`src/rtl/onehot_stopwatch_src.sv`:
```
// rtl/onehot_stopwatch_src.sv - debounced stopwatch driving two one-hot display value buses
//
// Ports:
//   clk        system clock, rising edge
//   rst        synchronous active-high reset
//   start_btn  raw start/restart button (asynchronous, active-high)
//   count_btn  raw count button (asynchronous, active-high)
//   timer_out  one-hot elapsed step value, bit i = i steps (0..20)
//   count_out  one-hot press count, bit i = i presses (0..20, saturating)
//   running    high while a session is timing
//   done       high once the session has reached 20 steps
module onehot_stopwatch_src #(
  parameter int unsigned TICK_CYCLES     = 100_000_000,
  parameter int unsigned DEBOUNCE_CYCLES = 2_000_000
) (
  input  logic        clk,
  input  logic        rst,
  input  logic        start_btn,
  input  logic        count_btn,
  output logic [20:0] timer_out,
  output logic [20:0] count_out,
  output logic        running,
  output logic        done
);

  localparam int unsigned TW = $clog2(TICK_CYCLES);
  localparam int unsigned DW = $clog2(DEBOUNCE_CYCLES);

  typedef enum logic [1:0] {IDLE, RUN, DONE} state_t;

  // Button lanes: index 0 = start, index 1 = count.
  logic [1:0]    btn;
  logic [1:0]    sync1_q, sync2_q;
  logic [1:0]    deb_q, deb_prev_q, pulse_q;
  logic [DW-1:0] dcnt_q [2];

  assign btn = {count_btn, start_btn};

  always_ff @(posedge clk) begin
    if (rst) begin
      sync1_q    <= '0;
      sync2_q    <= '0;
      deb_q      <= '0;
      deb_prev_q <= '0;
      pulse_q    <= '0;
      for (int i = 0; i < 2; i++) dcnt_q[i] <= '0;
    end else begin
      sync1_q    <= btn;
      sync2_q    <= sync1_q;
      deb_prev_q <= deb_q;
      // Registered rising-edge detect so the pulse is a clean flop output.
      pulse_q    <= deb_q & ~deb_prev_q;
      for (int i = 0; i < 2; i++) begin
        if (sync2_q[i] == deb_q[i]) begin
          dcnt_q[i] <= '0;
        end else if (dcnt_q[i] == DW'(DEBOUNCE_CYCLES - 1)) begin
          deb_q[i]  <= sync2_q[i];
          dcnt_q[i] <= '0;
        end else begin
          dcnt_q[i] <= dcnt_q[i] + 1'b1;
        end
      end
    end
  end

  logic start_p, count_p;
  assign start_p = pulse_q[0];
  assign count_p = pulse_q[1];

  state_t        state_q, state_d;
  logic [TW-1:0] presc_q, presc_d;
  logic [20:0]   timer_q, timer_d;
  logic [20:0]   count_q, count_d;
  logic          running_q, running_d;
  logic          done_q, done_d;
  logic          tick;

  always_comb begin
    state_d = state_q;
    timer_d = timer_q;
    count_d = count_q;
    presc_d = '0;
    tick    = (state_q == RUN) && (presc_q == TW'(TICK_CYCLES - 1));
    case (state_q)
      RUN: begin
        presc_d = tick ? '0 : presc_q + 1'b1;
        if (tick) begin
          timer_d = timer_q << 1;
          if (timer_q[19]) state_d = DONE;
        end
        // A press landing on the final tick still counts.
        if (count_p && !count_q[20]) count_d = count_q << 1;
      end
      default: begin
        // IDLE and DONE: restart wins over a simultaneous count press.
        if (start_p) begin
          timer_d = 21'd1;
          count_d = 21'd1;
          state_d = RUN;
        end
      end
    endcase
    running_d = (state_d == RUN);
    done_d    = (state_d == DONE);
  end

  always_ff @(posedge clk) begin
    if (rst) begin
      state_q   <= IDLE;
      presc_q   <= '0;
      timer_q   <= 21'd1;
      count_q   <= 21'd1;
      running_q <= 1'b0;
      done_q    <= 1'b0;
    end else begin
      state_q   <= state_d;
      presc_q   <= presc_d;
      timer_q   <= timer_d;
      count_q   <= count_d;
      running_q <= running_d;
      done_q    <= done_d;
    end
  end

  assign timer_out = timer_q;
  assign count_out = count_q;
  assign running   = running_q;
  assign done      = done_q;

endmodule
```
`config.mk`:
```
export PLATFORM = sky130hd
export DESIGN_NAME = onehot_stopwatch_src
export DESIGN_NICKNAME = d
export VERILOG_FILES = /design/src/rtl/onehot_stopwatch_src.sv
export SDC_FILE = /design/constraint.sdc
export NUM_CORES = 1
export LEC_CHECK = 0
export CAP_MARGIN = 10
export CORE_AREA = 2 2 111 113
export CTS_BUF_LIST = sky130_fd_sc_hd__clkbuf_16
export DETAILED_ROUTE_END_ITERATION = 7
export DIE_AREA = 0 0 113 115
export PLACE_DENSITY = 0.77
export SYNTH_ARGS = -nofsm -noshare
export SYNTH_HDL_FRONTEND = slang
export SYNTH_SLANG_ARGS = --single-unit
```
`constraint.sdc`:
```
create_clock -name clk -period 2.2 [get_ports clk]
set_input_delay 0.44 -clock clk [delete_from_list [all_inputs] [get_ports clk]]
set_output_delay 0.44 -clock clk [all_outputs]
set_load 0.02 [all_outputs]
```
==> reports/results.tsv <==
stage	metric	value	unit
global_route	grt_max_degree	34	
drt	totalWireLength	12700	um
place	hpwl	8780	um
power	power.switching	1.14	mW
power	design_power_total	5.31	mW
clocking	cts-buffers-inserted	17	
sta	final-setup-viol-count	0	
layout	fin_cells	882	
synth	ys_seq_area_share	50.4	%
sta	drv_slew	0	
drt	drtIter0Drc	429	
floorplanning	core-area	0.0118	mm2
drt	ant_nets	0	
critical_path	crit_cells	5	
critical_path	crit_arrival	2300	ps
clocking	clk_pin_slew	60	ps
critical_path	slowest_delay	570	ps
power	power.leakage	2.62	nW
drt	wl_per_cell	14.4	um
critical_path	cp-start-kind	flop	
floorplanning	die_y	115	um
power	vdd_ir_drop_max	0.555	mV
global_route	antenna_found_initial	0	
drt	via_per_inst	5.54	
global_route	first_global_vias	4754	
sta	fin_crit	2130	ps
power	internal-power	4.18	mW
place	gp_congestion	0.820	
clocking	cts.sinks	125	
critical_path	crit_chain	or4b_1 -> or4_4 -> o21ai_4 -> buf_6 -> a21oi_1	
synth	synth_flop_cell	dfxtp_1	
layout	multiInputGateArea	0.00290	mm2
layout	nFillCells	959	
synth	ys_types	45	
layout	drive_above_1_share	9.80	%
synth	synthesis.area	0.00580	mm2
synth	synth_area_per_cell	9.41	um2
sta	fmax	0.469	GHz
layout	final_nets	729	
synth	synth_edf_count	42	
clocking	cts_max_level	4	
drt	drt_pass1_iterations	5	
floorplanning	die_w	113	um
sta	grt_setup_unrepaired	yes	
power	p_clk_share	51.5	%
power	power_frac_seq	46.2	%
floorplanning	num_rows	40	
layout	regArea	0.00292	mm2
floorplanning	start_util	49.1	%
drt	dr_total_vias	4888	
global_route	overflow	0	
outcome	status	completed	
power	comb_power_share	2.3	%
critical_path	crit_required	2360	ps
min_path	hp-class	reg -> reg	
critical_path	r2r_cells	5	
sta	timing.final.crit_share	96.9	%
critical_path	path_max_fanout	10	
synth	yosysWarnings	0	
clocking	hold_buffers	0	
clocking	cts_tree	yes	
layout	area_growth	26.5	%
global_route	grt_use_total	20.4	%
layout	diodes	0	
sta	slew-limit-headroom	30.1	%
critical_path	critical_path_class	reg -> reg	
min_path	whs_path_depth	1	
layout	final_util	62.2	%
power	sw_frac_of_total	21.4	%
global_route	grt_pass1_wl	21500	um
critical_path	critPathBufInv	1	
critical_path	crit_slowest_cell	or4_4	
clocking	post-cts-setup-buffer-count	0	
job	drv_cap	0	
sta	max_slew.worst_pin.slew	1040	ps
synth	postSynthCellCount	617	
place	dp_cells	850	
critical_path	cp-end-kind	flop	
clocking	cts_resized	0	
clocking	clock_latency	420	ps
clocking	root_buffer	clkbuf_16	
floorplanning	io_pins	48	
place	port-buffer-count	47	
critical_path	critPathTopFamily	simple AND/OR/NAND/NOR gates	
synth	synth-seq-cells	125	
sta	hold_violations	0	
sta	worst_hold_slack	388	ps
synth	async_reset_ff_share	0	%
floorplanning	die_area	0.0130	mm2
drt	drc_errors	0	
sta	skew	7.15	ps
clocking	cts_buffer_depth	2	
power	power_density	723	mW/mm2
==> Yosys cell counts (9+ instances only) <==
library cell  instances  share of area, %
dfxtp_1              83                29
nor2_1               70               4.5
a21oi_1              42               3.6
edfxtp_1             42                22
nand2_1              41               2.7
clkbuf_1             24               1.6
nor2b_1              24               2.6
nand3_1              21               1.8
xor2_1               21               3.2
nand4_1              20               2.2
a22oi_1              19               2.5
nor3_1               19               1.6
xnor2_1              18               2.7
or3_1                16               1.7
a211o_1              14               2.1
o21ai_0              14               1.2
or4_1                14               1.8
and4_1               12               1.8
o31ai_1              11               1.4
nand2b_1             10               1.1
nor4_1               10               1.1
inv_1                 9              0.58
==> layout make-up <==
class	instances	area share, %
clock buffers	21	7.16
clock inverters	11	1.02
inverters	9	0.460
multi-input cells	491	39.5
flip-flops and latches	125	39.8
well taps	147	2.50
repair buffers	78	9.61
==> metrics by stage <==
stage	setup WS (ps)	setup TNS [ps]	area, um2
2_1_floorplan	105	0	5960
3_3_place_gp	74.4	0	6720
3_5_place_dp	42.9	0	6720
4_1_cts	28.0	0	7320
5_1_grt	-17.4	-48.9	7340
6_report	67.7	0	7340
==> path summary, 6_finish.rpt <==
path / startpoint / endpoint / slack, ps
hold reg to reg: deb_prev_q[1] / pulse_q[1] / 390
setup / recovery: dcnt_q[1][8] / dcnt_q[1][18] / 70
setup reg to reg: dcnt_q[1][8] / dcnt_q[1][18] / 70
hold / removal: deb_prev_q[1] / pulse_q[1] / 390
==> cells in the final DEF (no fill, tap or decap), types with 20 or more instances in the layout <==
master,count
dfxtp_1,83
nor2_1,70
clkdlybuf4s50_1,46
a21oi_1,42
edfxtp_1,42
conb_1,42
nand2_1,41
buf_4,29
nor2b_1,24
nand3_1,21
xor2_1,21
clkbuf_16,21
nand4_1,20
==> per-layer routing <==
metal / vias to the layer above / global-route usage, % / routed length (um)
li1: 2432 / - / -
met1: 2342 / 24.4 / 5610
met2: 92 / 35.1 / 6360
met3: 22 / 5.48 / 517
met4: 0 / 8.54 / 202
met5: - / 0 / 0
==> registers in the layout, summed over array words and instances (netlist names), 2 cells and up <==
| name | flops |
|---|---|
| pulse_q | 2 |
| sync2_q | 2 |
| timer_out | 21 |
| state_q | 2 |
| sync1_q | 2 |
| deb_prev_q | 2 |
| dcnt_q | 42 |
| presc_q | 27 |
| deb_q | 2 |
| count_out | 21 |
==> kinds of logic (layout without fill, tap and decap cells) <==
group	count (synthesis)	count (layout)	synth area share (%)
simple gates	287	287	26.6
flops	125	125	50.4
compound gates	117	117	13.1
buf+inv	42	119	2.89
xor+xnor	39	39	5.88
fa+ha+maj	3	3	0.647
mux	3	3	0.539
other cells	1	42	0.0646
==> power groups by stage <==
stage | Combinational, mW | Sequential (mW) | Clock, mW
3_3_place_gp | 0.112 | 2.50 | 0
5_1_grt | 0.138 | 2.46 | 2.88
4_1_cts | 0.117 | 2.45 | 2.78
2_1_floorplan | 0.0762 | 2.50 | 0
3_5_place_dp | 0.115 | 2.50 | 0
6_report | 0.121 | 2.45 | 2.74
Power figures use the tool's default switching activity.
